--- src/rtl/semafor_multi_if.sv ---
// Lamp/strobe bundle between the track-sensor side and semafor_multi.
// master drives train/divider and watches the lamps; slave is the controller.
interface semafor_multi_if #(
    parameter int CHANNELS = 4,
    parameter int DIV_W    = 2
);
    logic [CHANNELS-1:0] train;
    logic [DIV_W-1:0]    divider;
    logic [CHANNELS-1:0] red;
    logic [CHANNELS-1:0] yellow;
    logic [CHANNELS-1:0] green;
    logic [CHANNELS-1:0] busy;
    logic                all_green;

    modport master (
        output train, divider,
        input  red, yellow, green, busy, all_green
    );

    modport slave (
        input  train, divider,
        output red, yellow, green, busy, all_green
    );
endinterface

--- src/rtl/semafor_multi.sv ---
// Multi-channel crossing semaphore: per-channel RED->YELLOW->GREEN with train preemption.
// Optional SEMAFOR_BLINK_EN makes yellow blink with BLINK_HALF-cycle half-period.
module semafor_lane #(
    parameter int DIV_W      = 2,
    parameter int CNT_W      = 8,
    parameter int RED_BASE   = 16,
    parameter int YEL_BASE   = 8,
    parameter int BLINK_HALF = 2
) (
    input  logic             clk,
    input  logic             clr,
    input  logic             i_train,
    input  logic [DIV_W-1:0] i_divider,
    output logic             o_red,
    output logic             o_yellow,
    output logic             o_green,
    output logic             o_busy
);
    typedef enum logic [1:0] {S_RED, S_YELLOW, S_GREEN} state_t;

    state_t           r_state;
    logic [CNT_W-1:0] r_cnt;
    logic             r_red, r_yellow, r_green, r_busy;
    logic [CNT_W-1:0] w_red_load, w_yel_load;

    // divider only matters at load time, so it is folded into the load value
    assign w_red_load = (CNT_W'(RED_BASE) << i_divider) - CNT_W'(1);
    assign w_yel_load = (CNT_W'(YEL_BASE) << i_divider) - CNT_W'(1);

`ifdef SEMAFOR_BLINK_EN
    localparam int BW = (BLINK_HALF > 1) ? $clog2(BLINK_HALF) : 1;
    logic [BW-1:0] r_blk;
`endif

    always_ff @(posedge clk or posedge clr) begin
        if (clr) begin
            r_state  <= S_RED;
            r_cnt    <= CNT_W'(RED_BASE - 1);
            r_red    <= 1'b1;
            r_yellow <= 1'b0;
            r_green  <= 1'b0;
            r_busy   <= 1'b1;
`ifdef SEMAFOR_BLINK_EN
            r_blk    <= '0;
`endif
        end else if (i_train) begin
            r_state  <= S_RED;
            r_cnt    <= w_red_load;
            r_red    <= 1'b1;
            r_yellow <= 1'b0;
            r_green  <= 1'b0;
            r_busy   <= 1'b1;
        end else begin
            case (r_state)
                S_RED: begin
                    if (r_cnt == '0) begin
                        r_state  <= S_YELLOW;
                        r_cnt    <= w_yel_load;
                        r_red    <= 1'b0;
                        r_yellow <= 1'b1;
`ifdef SEMAFOR_BLINK_EN
                        r_blk    <= BW'(BLINK_HALF - 1);
`endif
                    end else begin
                        r_cnt <= r_cnt - CNT_W'(1);
                    end
                end
                S_YELLOW: begin
                    if (r_cnt == '0) begin
                        r_state  <= S_GREEN;
                        r_yellow <= 1'b0;
                        r_green  <= 1'b1;
                        r_busy   <= 1'b0;
                    end else begin
                        r_cnt <= r_cnt - CNT_W'(1);
`ifdef SEMAFOR_BLINK_EN
                        // lamp toggles only; phase timing stays on r_cnt
                        if (r_blk == '0) begin
                            r_yellow <= ~r_yellow;
                            r_blk    <= BW'(BLINK_HALF - 1);
                        end else begin
                            r_blk <= r_blk - BW'(1);
                        end
`endif
                    end
                end
                default: ;
            endcase
        end
    end

    assign o_red    = r_red;
    assign o_yellow = r_yellow;
    assign o_green  = r_green;
    assign o_busy   = r_busy;
endmodule

module semafor_multi #(
    parameter int CHANNELS     = 4,
    parameter int DIV_W        = 2,
    parameter int BASE_TICKS   = 4,
    parameter int RED_UNITS    = 4,
    parameter int YELLOW_UNITS = 2,
    parameter int CNT_W        = 8,
    parameter int BLINK_HALF   = 2
) (
    input  logic           clk,
    input  logic           clr,
    semafor_multi_if.slave bus
);
    localparam int RED_BASE = RED_UNITS * BASE_TICKS;
    localparam int YEL_BASE = YELLOW_UNITS * BASE_TICKS;
    localparam int MAX_SH   = (1 << DIV_W) - 1;

    // elaboration-time sanity on the counter width and blink period
    if ((RED_BASE << MAX_SH) > (1 << CNT_W) || (YEL_BASE << MAX_SH) > (1 << CNT_W))
        $error("semafor_multi: CNT_W too narrow for the largest duration");
    if (BLINK_HALF < 1)
        $error("semafor_multi: BLINK_HALF must be at least 1");

    logic [CHANNELS-1:0] w_red, w_yellow, w_green, w_busy;

    for (genvar g = 0; g < CHANNELS; g++) begin : g_lane
        semafor_lane #(
            .DIV_W      (DIV_W),
            .CNT_W      (CNT_W),
            .RED_BASE   (RED_BASE),
            .YEL_BASE   (YEL_BASE),
            .BLINK_HALF (BLINK_HALF)
        ) u_lane (
            .clk       (clk),
            .clr       (clr),
            .i_train   (bus.train[g]),
            .i_divider (bus.divider),
            .o_red     (w_red[g]),
            .o_yellow  (w_yellow[g]),
            .o_green   (w_green[g]),
            .o_busy    (w_busy[g])
        );
    end

    assign bus.red       = w_red;
    assign bus.yellow    = w_yellow;
    assign bus.green     = w_green;
    assign bus.busy      = w_busy;
    assign bus.all_green = &w_green;
endmodule
--- src/flat_wrapper.sv ---
// flat-port wrapper written by rule: the top's interface ports become plain ports
module semafor_multi_flat 
#(
    parameter int CHANNELS     = 4,
    parameter int DIV_W        = 2,
    parameter int BASE_TICKS   = 4,
    parameter int RED_UNITS    = 4,
    parameter int YELLOW_UNITS = 2,
    parameter int CNT_W        = 8,
    parameter int BLINK_HALF   = 2
)
  (clk, clr, bus_train, bus_divider, bus_red, bus_yellow, bus_green, bus_busy, bus_all_green);
  semafor_multi_if #(.CHANNELS(CHANNELS), .DIV_W(DIV_W)) bus_i ();
  input  logic clk;
  input  logic clr;
  input wire logic [$bits(bus_i.train)-1:0] bus_train;
  input wire logic [$bits(bus_i.divider)-1:0] bus_divider;
  output wire logic [$bits(bus_i.red)-1:0] bus_red;
  output wire logic [$bits(bus_i.yellow)-1:0] bus_yellow;
  output wire logic [$bits(bus_i.green)-1:0] bus_green;
  output wire logic [$bits(bus_i.busy)-1:0] bus_busy;
  output wire logic [$bits(bus_i.all_green)-1:0] bus_all_green;
  assign bus_i.train = bus_train;
  assign bus_i.divider = bus_divider;
  assign bus_red = bus_i.red;
  assign bus_yellow = bus_i.yellow;
  assign bus_green = bus_i.green;
  assign bus_busy = bus_i.busy;
  assign bus_all_green = bus_i.all_green;
  semafor_multi #(.CHANNELS(CHANNELS), .DIV_W(DIV_W), .BASE_TICKS(BASE_TICKS), .RED_UNITS(RED_UNITS), .YELLOW_UNITS(YELLOW_UNITS), .CNT_W(CNT_W), .BLINK_HALF(BLINK_HALF)) u_core (.clk(clk), .clr(clr), .bus(bus_i));
endmodule
--- config.mk ---
export PLATFORM = sky130hd
export DESIGN_NAME = semafor_multi_flat
export DESIGN_NICKNAME = d
export VERILOG_FILES = /design/src/rtl/semafor_multi_if.sv /design/src/rtl/semafor_multi.sv /design/src/flat_wrapper.sv
export SDC_FILE = /design/constraint.sdc
export NUM_CORES = 1
export LEC_CHECK = 0
export BUFFER_PORTS_ARGS = -buffer_cell sky130_fd_sc_hd__buf_2
export CAP_MARGIN = 15
export CORE_ASPECT_RATIO = 0.9
export CORE_MARGIN = 2
export CORE_UTILIZATION = 66
export CTS_BUF_LIST = sky130_fd_sc_hd__clkbuf_4
export DETAILED_ROUTE_END_ITERATION = 10
export PLACE_DENSITY = 0.92
export SLEW_MARGIN = 20
export SYNTH_ARGS = -nofsm -noshare
export SYNTH_HDL_FRONTEND = slang
export SYNTH_SLANG_ARGS = --single-unit
--- constraint.sdc ---
create_clock -name clk -period 3.4 [get_ports clk]
set_input_delay 0.17 -clock clk [delete_from_list [all_inputs] [get_ports clk]]
set_output_delay 0.17 -clock clk [all_outputs]
set_load 0.05 [all_outputs]
Word-level counts from Yosys, hierarchy flattened

Cells that the tools add are included.

Bits in latches: 0
ROM bits: 0
Flip-flop bits (word level): 56
Memories kept: 0
Logic and storage cells: 161
Bits in writable memories: 0
Input bits: 8

Magnitude comparators: 0
$add $sub $neg: 6
Eq/ne operators: 16
Multiplexer cells: 72
Multiply operators: 0
Shift operators: 2
Bitwise operators: 0
Reduce and logical (&&, ||, !) cells: 41
Div/mod/pow operators: 0

Operator list:

| cell                                                                | number |
|---|---|
| 8-bit two-way mux                                                   | 12 |
| 8-bit case mux with 2 select lines                                  | 4 |
| 1-bit two-way mux                                                   | 36 |
| 3-bit inequality test (second input constant)                       | 12 |
| 8-bit logical NOT                                                   | 4 |
| 8-bit by 1-bit subtractor with 8-bit output (second input constant) | 4 |
| 2-bit two-way mux                                                   | 12 |
| 2-bit AND reduction                                                 | 12 |
| 2-bit nonzero test                                                  | 12 |
| 2-bit case mux with 2 select lines                                  | 4 |
| 8-bit by 2-bit subtractor with 8-bit output (second input constant) | 2 |
| 3-bit AND reduction                                                 | 4 |
| 3-bit nonzero test                                                  | 4 |
| 2-bit by 1-bit == test with 1-bit output (second input constant)    | 4 |
| 2-bit logical NOT                                                   | 4 |
| 1-bit case mux with 2 select lines                                  | 4 |
| 4-bit by 2-bit left shift with 8-bit output (first input constant)  | 1 |
| 5-bit by 2-bit left shift with 8-bit output (first input constant)  | 1 |
| 4-bit AND reduction                                                 | 1 |

Depth between registers and ports, before layout

Gate-level depths: netlist of the first run.

Depth in word-level cells: 5
Depth in mapped cells: 7
Mapped depth without buffers: 7

Modules after synthesis

Synthesis of the first run repeated with hierarchy kept, for this count alone.

Cells, all modules: 337
Area total of the unflattened synthesis: 3051.7 um2

Modules (own cells, without submodules):

| module        | times used | cells an instance | seq. area each (um2) | area an instance (um2) |
|---|---|---|---|---|
| semafor_lane  | 4          | 84                | 332.8                | 760.7 |
| semafor_multi | 1          | 1                 | 0.0                  | 8.8 |

Worst setup path after synthesis of the first run

No wires, ideal clock.

Path type: register to output
From: register u_core.g_lane[1].u_lane.r_green
To: output port bus_all_green
Data required time: 3230 ps
Cell stages (with the launch flop): 3
Setup slack: 1315 ps
Arrival time: 1915 ps
Path buffers: 0
Path through: dfrtp_1 -> inv_1 -> nor4_1

Cells in the longest elaborated chain, start to end: 1

RTL lines:

| element                  | line                 | RTL |
|---|---|---|
| start: declaration       | semafor_multi.sv:23  | `logic r_red, r_yellow, r_green, r_busy;` |
| start signal: assignment | semafor_multi.sv:41  | `r_green <= 1'b0;` |
| start signal: assignment | semafor_multi.sv:51  | `r_green <= 1'b0;` |
| start signal: assignment | semafor_multi.sv:72  | `r_green <= 1'b1;` |
| 4-bit AND reduction      | semafor_multi.sv:146 | `assign bus.all_green = &w_green;` |
| end: declaration         | flat_wrapper.sv:22   | `output wire logic [$bits(bus_i.all_green)-1:0] bus_all_green;` |

Every way passes these cells.

Worst setup path after layout of the first run

From: register u_core.g_lane[0].u_lane.r_cnt[0]
To: register u_core.g_lane[0].u_lane.r_cnt[3]

Cells in the longest elaborated chain, start to end: 4
Elaborated cells between the ends (all ways): 8
Classes of those cells: add/sub: 1; eq/ne: 1; mux: 4; reduce/logical: 2

RTL lines:

| element                                                                                 | line                                     | RTL |
|---|---|---|
| start: declaration                                                                      | semafor_multi.sv:22                      | `logic [CNT_W-1:0] r_cnt;` |
| start signal: assignment                                                                | semafor_multi.sv:38                      | `r_cnt <= CNT_W'(RED_BASE - 1);` |
| start signal: assignment                                                                | semafor_multi.sv:48                      | `r_cnt <= w_red_load;` |
| start signal: assignment                                                                | semafor_multi.sv:58                      | `r_cnt <= w_yel_load;` |
| 8-bit by 1-bit subtractor with 8-bit output / 8-bit logical NOT (equally long branches) | n/a                                      |  |
| 8-bit two-way mux, on equally long branches                                             | semafor_multi.sv:69, semafor_multi.sv:56 |  |
| 8-bit case mux with 2 select lines                                                      | semafor_multi.sv:54                      | `case (r_state)` |
| 8-bit two-way mux                                                                       | semafor_multi.sv:46                      | `end else if (i_train) begin` |

Parallel ways exist; a longest one is shown, timed or not. The select of a mux whose other input is x is not followed.
A chain may end at the register's enable or synchronous reset.

==> results of run 1 <==
==> how the worst max path moves through the flow <==
stage	startpoint	endpoint	slack (ns)	cells past startpoint
finish	u_core.g_lane[0].u_lane.r_cnt[0]	u_core.g_lane[0].u_lane.r_cnt[3]	1.31	7
global route	u_core.g_lane[2].u_lane.r_cnt[0]	u_core.g_lane[2].u_lane.r_cnt[7]	1.18	6
CTS	u_core.g_lane[0].u_lane.r_cnt[0]	u_core.g_lane[0].u_lane.r_cnt[3]	1.35	7
detailed placement	bus_divider[1]	u_core.g_lane[2].u_lane.r_cnt[4]	1.35	8
global placement	u_core.g_lane[0].u_lane.r_cnt[0]	u_core.g_lane[0].u_lane.r_cnt[6]	1.45	6
floorplan	u_core.g_lane[1].u_lane.o_green	bus_all_green	1.31	2
==> report_power, final <==
| group | switching, mW | internal [mW] |
|---|---|---|
| clock network | 0.207 | 0.0907 |
| logic | 0.0807 | 0.0508 |
| registers | 0.0416 | 0.655 |
| total | 0.329 | 0.797 |
==> final cells by class <==
type | count | area share
inverters | 24 | 0.0282
clock inverters | 2 | 0.00502
well taps | 62 | 0.0239
multi-input cells | 235 | 0.475
flip-flops and latches | 52 | 0.411
repair buffers | 26 | 0.0425
clock buffers | 6 | 0.0139
==> cells in the mapped netlist, drive strengths merged (4+ instances only) <==
master,instances
a31oi,13
a311oi,4
nor2,21
nor3,21
ha,5
buf,19
a21o,7
a21oi,17
a211oi,6
nor4,8
inv,24
o21ai,16
dfstp,24
clkbuf,8
nand2b,8
dfrtp,28
nand4,4
or3,7
nand3,5
nand2,25
o31ai,5
a22oi,4
==> cells by family (layout without fill, tap and decap cells) <==
family	Yosys count	count (layout)	share of synthesized area
flops	52	52	0.425
compound gates	101	101	0.227
fa+ha+maj	5	5	0.0200
buf+inv	51	58	0.0831
simple gates	123	123	0.225
mux	5	5	0.0168
xor+xnor	1	1	0.00280
==> registers in the layout, summed over array words and instances, names as in the netlist <==
signal and cells:
u_core.g_lane.u_lane.o_red 4, u_core.g_lane.u_lane.o_busy 4, u_core.g_lane.u_lane.r_state 8, u_core.g_lane.u_lane.r_cnt 32, u_core.g_lane.u_lane.o_green 4
==> critical path: stages, from the launching register on <==
cell and delay (ns):
dfstp_2 0.59, inv_1 0.06, ha_1 0.23, nor4b_4 0.16, a31oi_2 0.39, or2_2 0.21
inv_1 0.06, o32a_2 0.33
==> what timing repair did <==
action	CTS	global route
hold buffers	0	1
gates resized for setup	0	0
buffers inserted	0	0
endpoints found under the setup margin	0	0
endpoints found under the hold margin	0	28
==> stage by stage <==
stage                     cell area (um^2)  hold WS, ns
after floorplan                       3130        0.342
after global placement                3170        0.443
after detailed placement              3170        0.448
after CTS                             3230       0.0490
after global routing                  3240       0.0876
final                                 3240       0.0764
==> placed cells by master (no fill, tap or decap), drive strengths merged, types with 3 or more instances in the layout <==
master  instances
a211o           3
a211oi          6
a21o            7
a21oi          17
a22oi           4
a311oi          4
a31oi          13
buf            25
clkbuf          6
dfrtp          28
dfstp          24
ha              5
inv            23
mux2i           3
nand2          25
nand2b          8
nand3           5
nand4           4
nor2           21
nor2b           3
nor3           21
nor3b           3
nor4            8
nor4b           3
o211ai          3
o21ai          16
o31ai           5
or2             3
or3             7
==> per-layer routing <==
metal	global-route usage	up-vias	share of wire
met3	0.0521	15	0.079
met2	0.423	132	0.47
met5	0	-	0
li1	-	1253	-
met4	0.107	0	0.015
met1	0.379	1307	0.43
==> results_dict.tcl, run 1 <==
set metrics [dict create \
    r2r-end "u_core.g_lane[0].u_lane.r_cnt[3]" \
    area_growth_pct 3.44 \
    multi_input_area_um2 1540 \
    finalCritPeriodShare 0.615 \
    hold_end "u_core.g_lane[2].u_lane.r_state[0]" \
    tightest_slew_ns 0.862 \
    critical_path_required_ns 3.72 \
    h-tree-depth 2 \
    ff2ff_setup_slack_ns 1.31 \
    async_flop_share 1.00 \
    antenna_found_initial 0 \
    cp.arrival_ns 2.41 \
    holdCritPathClass "input pin to register" \
    die_area_um2 5310 \
    drive_gt1_frac 0.220 \
    synth_top_area_share 0.224 \
    peakVddDrop_mv 0.314 \
    hold_viol_final 0 \
    final_cells 407 \
    vias 2707 \
    syn_avg_cell_area_um2 9.27 \
    worstSkewPairLatency_ns 0.38 \
    grt_use_total 0.272 \
    rows 23 \
    crit_type "register to register" \
    die_w_um 76.6 \
    clk_pin_slew_ns 0.16 \
    start_kind "register" \
    synth-seq-cells 52 \
    tns_ns 0 \
    r2r_start "u_core.g_lane[0].u_lane.r_cnt[0]" \
    crit_path_max_fanout 8 \
    p_per_area_nw_per_um2 348 \
    yosys_warnings 0 \
    viasPerCell 6.65 \
    synth_edf_count 0 \
    setup_violations 0 \
    drt_wl_total_um 7040 \
    synth.distinct_cells 65 \
    ant_nets 0 \
    dp_hpwl_um 4950 \
    overflow 0 \
    rsz0062_at_grt "false" \
    rr_worst_depth 7 \
    drc_errors 0 \
    numClockSinks 52 \
    grt_max_degree 53 \
    drv_slew 0 \
    synth_area_leaders "dfrtp_1, dfstp_2, buf_4" \
    start_util 0.693 \
    synth_ff_type "dfrtp_1" \
    dpl.cell_count 398 \
    endpoint_kind "register" \
    antenna_cells 0 \
    min_period_ns 2.09 \
    syn_nets 351 \
    synth-seq-area-share 0.425 \
    cts_tree "built" \
    p_total_mw 1.13 \
    grt_pass1_vias 2549 \
    die_h_um 69.4 \
    synth_top_area_cell "dfrtp_1" \
    fin_ws_ns 1.31 \
    firstDrtPassIters 6 \
    hold_depth 2 \
    place_ws_ns 1.35 \
    drv_cap 0 \
    synthCells 338 \
    outcome "complete, no violations" \
    numCtsBuffers 5 \
    clockBufferDepth 2 \
    leakagePower_nw 1.29 \
    finClkSkew_ns 0.0191 \
    wire_per_inst_um 17.3 \
    fin_nets 357 \
    register_area_um2 1330 \
    relSlewSlack 0.425 \
    hp-start "bus_train[2]" \
    fmaxAchievable_ghz 0.478 \
    io_buffers 24 \
    grt_pass1_wl_um 11700 \
    syn_area_um2 3130 \
    gp_congestion 0.937 \
    clockRootBuffer "clkbuf_4" \
    fin_util 0.717 \
    first_iter_violations 385 \
    fillers 351 \
    core_um2 4520 \
    pin_count 25 \
]
No activity file was read; power rests on OpenSTA's default activity.
==> run 2: changes to the inputs <==
--- a/config.mk
+++ b/config.mk
@@ -5,14 +5,15 @@
 export SDC_FILE = /design/constraint.sdc
 export NUM_CORES = 1
 export LEC_CHECK = 0
+export ABC_AREA = 1
 export BUFFER_PORTS_ARGS = -buffer_cell sky130_fd_sc_hd__buf_2
 export CAP_MARGIN = 15
 export CORE_ASPECT_RATIO = 0.9
 export CORE_MARGIN = 2
-export CORE_UTILIZATION = 66
+export CORE_UTILIZATION = 57
 export CTS_BUF_LIST = sky130_fd_sc_hd__clkbuf_4
 export DETAILED_ROUTE_END_ITERATION = 10
-export PLACE_DENSITY = 0.92
+export PLACE_DENSITY = 0.84
 export SLEW_MARGIN = 20
 export SYNTH_ARGS = -nofsm -noshare
 export SYNTH_HDL_FRONTEND = slang
==> constraint.sdc (replaced) <==
create_clock -name clk -period 1.8 [get_ports clk]
set_input_delay 0.09 -clock clk [delete_from_list [all_inputs] [get_ports clk]]
set_output_delay 0.09 -clock clk [all_outputs]
set_load 0.05 [all_outputs]
==> run 2 against run 1 <==
Via count increased by 11%. Sequential cell count unchanged. Maximum frequency increased by 25%. Die area increased by 26%. Routed wire length increased by 5.5%. Setup slack got worse by 1.2 ns. Largest cell class unchanged. Largest power group unchanged.
==> results_dict.tcl, run 2 <==
set metrics [dict create \
    multi_input_area_um2 1710 \
    fin_area_um2 3620 \
    drc_errors 0 \
    leakagePower_nw 1.87 \
    relSlewSlack 0.710 \
    fmaxAchievable_ghz 0.599 \
    synth.distinct_cells 33 \
    cp.arrival_ns 1.97 \
    die_w_um 85.9 \
    r2r_start "u_core.g_lane[1].u_lane.r_cnt[0]" \
    hp-start "bus_train[1]" \
    start_kind "register" \
    hold_depth 2 \
    grt_use_total 0.231 \
    grt_pass1_wl_um 12300 \
    numClockSinks 52 \
    wire_per_inst_um 13.0 \
    synthCells 485 \
    finClkSkew_ns 0.0136 \
    register_area_um2 1330 \
    clk_pin_slew_ns 0.16 \
    pwr-share-comb 0.141 \
    synth_common_cells "nand2_1, nor2_1, inv_1" \
    drv_cap 0 \
    p_total_mw 2.13 \
    first_iter_violations 207 \
    drt_wl_total_um 7420 \
    setup_violations 0 \
    clockRootBuffer "clkbuf_4" \
    rsz0062_at_grt "false" \
    drv_slew 0 \
    layout_common_cells "nand2_1, nor2_1, inv_1" \
    ant_nets 0 \
    tns_ns 0 \
    reg.largest.list "u_core.g_lane.u_lane.r_cnt: 32 flops, u_core.g_lane.u_lane.r_state: 8 flops" \
    post-cts-setup-buffer-count 0 \
    p_per_area_nw_per_um2 589 \
    peakVddDrop_mv 0.433 \
    vias 3009 \
    fillers 496 \
    die_area_um2 6670 \
    overflow 0 \
    yosys_warnings 0 \
    synth_area_leaders "dfrtp_1, dfstp_2, nand2_1" \
    holdCritPathClass "input pin to register" \
    async_flop_share 1.00 \
    min_period_ns 1.67 \
    rr_worst_depth 10 \
    syn_avg_cell_area_um2 7.09 \
    hold_viol_final 0 \
    syn_area_um2 3440 \
    switching_share 0.301 \
    antenna_found_initial 0 \
    area_growth_pct 5.24 \
    grt_max_degree 20 \
    r2r-end "u_core.g_lane[1].u_lane.r_cnt[4]" \
    core_um2 5760 \
    regMostFlops "u_core.g_lane.u_lane.r_cnt" \
    critical_path_required_ns 2.11 \
    worstSkewPairLatency_ns 0.39 \
    antenna_cells 0 \
    tightest_slew_ns 0.433 \
    synth_edf_count 0 \
    clock_power_share 0.256 \
    die_h_um 77.7 \
    gp_congestion 0.904 \
    start_util 0.597 \
    drive_gt1_frac 0.206 \
    fin_nets 512 \
    synth.most_common_cell "nand2_1" \
    rows 26 \
    p_switching_mw 0.642 \
    synth-seq-cells 52 \
    h-tree-depth 2 \
    crit_path_max_fanout 7 \
    io_buffers 24 \
    synth_ff_type "dfrtp_1" \
    internal-power_mw 1.49 \
    viasPerCell 5.28 \
    synth-seq-area-share 0.387 \
    pin_count 25 \
    endpoint_kind "register" \
    hold_end "u_core.g_lane[1].u_lane.o_red" \
    finalCritPeriodShare 0.927 \
    placed_area_um2 3520 \
    ff2ff_setup_slack_ns 0.13 \
    firstDrtPassIters 7 \
    syn_nets 498 \
    synth_top_area_cell "dfrtp_1" \
    grt_pass1_vias 2652 \
    numCtsBuffers 5 \
    clockBufferDepth 2 \
    synth_top_area_share 0.204 \
    crit_type "register to register" \
    cts_tree "built" \
    largest_reg_flops 32 \
    p_seq_frac 0.604 \
    fin_util 0.629 \
    outcome "complete, no violations" \
    mostFrequentLayoutCell "nand2_1" \
    dp_hpwl_um 5550 \
]
run 2: critical path, stage by stage (launching register included):
cell	delay, ns
dfstp_2	0.40
inv_1	0.19
ha_4	0.20
nand2_2	0.09
nor2_4	0.17
buf_4	0.18
nand2_4	0.08
o21ai_2	0.11
nand2_1	0.06
nand2_1	0.06
nand2_1	0.05
run 2: kinds of logic after synthesis:
kind of cell             count (synthesis)  share of synthesized area
AO/OA/AOI/OAI                           55                     0.0920
XOR/XNOR                                 7                     0.0178
adder cells (fa/ha/maj)                  5                     0.0182
AND/OR/NAND/NOR                        271                      0.357
buffers and inverters                   95                      0.128
flip-flops                              52                      0.387
run 2: power groups by stage:
stage                     registers (mW)  logic (mW)  clock network [mW]
after floorplan                     1.29       0.219                   0
after detailed placement            1.30       0.289                   0
final                               1.29       0.300               0.545
after CTS                           1.28       0.293               0.557
after global placement              1.30       0.278                   0
after global routing                1.29       0.343               0.602
run 2: worst max-delay path by stage:
| stage | start | endpoint | slack (ns) | cells after the start |
|---|---|---|---|---|
| 3_3_place_gp | u_core.g_lane[1].u_lane.r_cnt[0] | u_core.g_lane[1].u_lane.r_cnt[4] | 0.15 | 10 |
| 2_1_floorplan | u_core.g_lane[1].u_lane.r_cnt[0] | u_core.g_lane[1].u_lane.r_cnt[2] | 0.25 | 9 |
| 4_1_cts | u_core.g_lane[1].u_lane.r_cnt[0] | u_core.g_lane[1].u_lane.r_cnt[5] | 0.05 | 10 |
| 5_1_grt | u_core.g_lane[0].u_lane.r_cnt[0] | u_core.g_lane[0].u_lane.r_cnt[3] | 0.01 | 9 |
| 3_5_place_dp | u_core.g_lane[1].u_lane.r_cnt[0] | u_core.g_lane[1].u_lane.r_cnt[4] | 0.08 | 10 |
| 6_report | u_core.g_lane[1].u_lane.r_cnt[0] | u_core.g_lane[1].u_lane.r_cnt[4] | 0.13 | 10 |
run 2: area by class of cell:
| type | instances | share of cell area |
|---|---|---|
| well taps | 70 | 0.0242 |
| flip-flops and latches | 52 | 0.368 |
| repair buffers | 29 | 0.0442 |
| multi-input cells | 338 | 0.472 |
| inverters | 73 | 0.0764 |
| clock inverters | 3 | 0.00518 |
| clock buffers | 5 | 0.0104 |
run 2: repair_timing:
item,in CTS,in global routing
endpoints found under the setup margin,0,13
hold buffers,1,0
endpoints found under the hold margin,16,0
gates resized for setup,0,6
run 2: layer usage:
metal  routed length, um  global-route usage  vias to the layer above
met5                   0                   0                        -
met4                  65              0.0524                        0
met3                 318              0.0372                        8
met2                3620               0.382                       70
met1                3420               0.319                     1397
li1                    -                   -                     1534
run 2: through the flow:
step	hold WS (ns)	worst slack, ns	std cells
floorplan	0.310	0.249	485
global placement	0.0937	0.151	561
detailed placement	0.0896	0.0783	561
CTS	0.00959	0.0462	570
global route	0.00616	0.0103	570
finish	0.0146	0.131	570
==> run 3: changes to the inputs <==
--- a/config.mk
+++ b/config.mk
@@ -17,4 +17,5 @@
 export SLEW_MARGIN = 20
 export SYNTH_ARGS = -nofsm -noshare
 export SYNTH_HDL_FRONTEND = slang
+export SYNTH_HIERARCHICAL = 1
 export SYNTH_SLANG_ARGS = --single-unit
==> run 3 against run 2 <==
Register-to-register slack gained 0.08 ns. Sequential share of layout area is 2.0 points lower. Core utilization about the same. Die area is 3.5% higher. Clock skew about the same. Critical path depth is 2 lower. Hold slack improved by 0.021 ns.
==> results_dict.tcl, run 3 <==
set metrics [dict create \
    first_iter_violations 245 \
    synth.distinct_cells 25 \
    overflow 0 \
    clk_pin_slew_ns 0.15 \
    synth_top_area_share 0.197 \
    yosys_warnings 6 \
    drv_cap 0 \
    p_total_mw 2.16 \
    synth_common_cells "nand2_1, nor2_1, inv_1" \
    holdCritPathClass "input pin to register" \
    synth_area_leaders "dfrtp_1, dfstp_2, nand2_1" \
    regMostFlops "u_core/g_lane.u_lane/r_cnt" \
    final_cells 576 \
    synth.most_common_cell "nand2_1" \
    layout_common_cells "nand2_1, nor2_1, inv_1" \
    antenna_cells 0 \
    h-tree-depth 2 \
    mostFrequentLayoutCell "nand2_1" \
    viasPerCell 5.46 \
    setup_violations 0 \
    syn_area_um2 3560 \
    p_per_area_nw_per_um2 565 \
    synth_ff_type "dfrtp_1" \
    grt_pass1_wl_um 13100 \
    die_h_um 79.0 \
    drv_slew 0 \
    grt_max_degree 17 \
    endpoint_kind "register" \
    synth-seq-cells 52 \
    min_period_ns 1.59 \
    gp_congestion 0.927 \
    ff2ff_setup_slack_ns 0.21 \
    cp.arrival_ns 1.87 \
    relSlewSlack 0.647 \
    finalCritPeriodShare 0.881 \
    rows 27 \
    synth_compound_area_frac 0.0744 \
    reg.largest.list "u_core/g_lane.u_lane/r_cnt: 32 flops, u_core/g_lane.u_lane/r_state: 8 flops" \
    peakVddDrop_mv 0.446 \
    synthCells 475 \
    synth_top_area_cell "dfrtp_1" \
    grt_use_total 0.237 \
    outcome "complete, no violations" \
    start_util 0.586 \
    critical_path_required_ns 2.09 \
    tightest_slew_ns 0.529 \
    crit_path_max_fanout 10 \
    dpl.cell_count 567 \
    synth_edf_count 0 \
    synth-seq-area-share 0.373 \
    drive_gt1_frac 0.270 \
    finClkSkew_ns 0.0135 \
    clockRootBuffer "clkbuf_4" \
    clockBufferDepth 2 \
    pin_count 25 \
    synth-xor-area-share 0.00983 \
    hold_viol_final 0 \
    ctsResizeCount 0 \
    firstDrtPassIters 5 \
    numClockSinks 52 \
    antenna_found_initial 0 \
    grt_pass1_vias 2899 \
    wire_per_inst_um 13.2 \
    syn_nets 491 \
    leakagePower_nw 2.11 \
    core_um2 6080 \
    io_buffers 24 \
    drt_wl_total_um 7590 \
    syn_avg_cell_area_um2 7.50 \
    fmaxAchievable_ghz 0.630 \
    area_growth_pct 7.30 \
    worstSkewPairLatency_ns 0.37 \
    cts_tree "built" \
    muxShareOfSynthArea 0 \
    ant_nets 0 \
    tns_ns 0 \
    fin_nets 519 \
    numCtsBuffers 5 \
    crit_type "register to register" \
    synth_top_family_by_area "simple AND/OR/NAND/NOR gates" \
    die_w_um 87.4 \
    placed_area_um2 3750 \
    vias 3147 \
    hold_ws_ns 0.0351 \
    largest_reg_flops 32 \
    synth_simple_gate_area_frac 0.441 \
    die_area_um2 6900 \
    start_kind "register" \
    synth_fa_ha_area_frac 0.0281 \
    rsz0062_at_grt "false" \
    dp_hpwl_um 5760 \
    fin_area_um2 3820 \
    async_flop_share 1.00 \
    drc_errors 0 \
]
[run 3: cell count changes in the layout (fill, tap and decap cells not counted), moves of 5 or more]
cell,delta
ha_1,+5
inv_1,-13
nand2_4,+10
o21ai_0,-15
inv_2,+5
nand2_1,+5
a21oi_2,+7
nor2_1,-7
a21oi_1,-10
[run 3: worst max-delay path, cell delays in order (launching register included)]
cell	delay [ns]
dfstp_2	0.57
inv_1	0.06
ha_1	0.24
nand2_4	0.12
nor2_8	0.07
a21oi_2	0.22
nand3_1	0.12
nand2_1	0.07
inv_1	0.03
[run 3: logic make-up (layout without fill, tap and decap cells)]
family | Yosys count | after routing
compound gates | 40 | 40
buf+inv | 68 | 97
xor+xnor | 4 | 4
fa+ha+maj | 8 | 8
flops | 52 | 52
simple gates | 303 | 303
[run 3: repair_timing]
| action | CTS | global route |
|---|---|---|
| hold endpoints to repair | 28 | 0 |
| buffers inserted | 0 | 0 |
| hold buffers | 1 | 0 |
[run 3: final timing paths]
kind                                                        from                            endpoint  depth (start not counted)
worst max-delay path            u_core/g_lane[3].u_lane/r_cnt[0]    u_core/g_lane[3].u_lane/r_cnt[6]                          8
worst min-delay path                                bus_train[1]      u_core/g_lane[1].u_lane/o_busy                          2
worst max register to register  u_core/g_lane[3].u_lane/r_cnt[0]    u_core/g_lane[3].u_lane/r_cnt[6]                          8
worst min register to register   u_core/g_lane[3].u_lane/o_green     u_core/g_lane[3].u_lane/o_green                          2
max in group asynchronous                                    clr    u_core/g_lane[0].u_lane/r_cnt[1]                          3
min in group asynchronous                                    clr  u_core/g_lane[3].u_lane/r_state[0]                          3
[run 3: layer usage]
metal | up-vias | global-route usage | share of wire
met4 | 0 | 0.0677 | 0.0083
met2 | 121 | 0.376 | 0.49
li1 | 1552 | - | -
met5 | - | 0 | 0
met1 | 1466 | 0.326 | 0.44
met3 | 8 | 0.0520 | 0.062
[run 3: metrics by stage]
stage | util | setup WS [ns]
floorplan | - | 0.312
global placement | 0.617 | 0.288
detailed placement | 0.617 | 0.249
CTS | 0.629 | 0.234
global route | 0.629 | 0.120
finish | 0.629 | 0.214
[run 3: report_power, final]
| group | switching [mW] | total, mW | internal, mW |
|---|---|---|---|
| combinational | 0.205 | 0.311 | 0.106 |
| clock | 0.357 | 0.559 | 0.202 |
| sequential | 0.0559 | 1.29 | 1.24 |
[run 3: cell type report]
type,instances,area (um^2)
fillers,506,2260
inverters,64,240
flip-flops and latches,52,1330
clock buffers,8,60.1
well taps,72,90.1
multi-input cells,355,1970
repair buffers,25,130
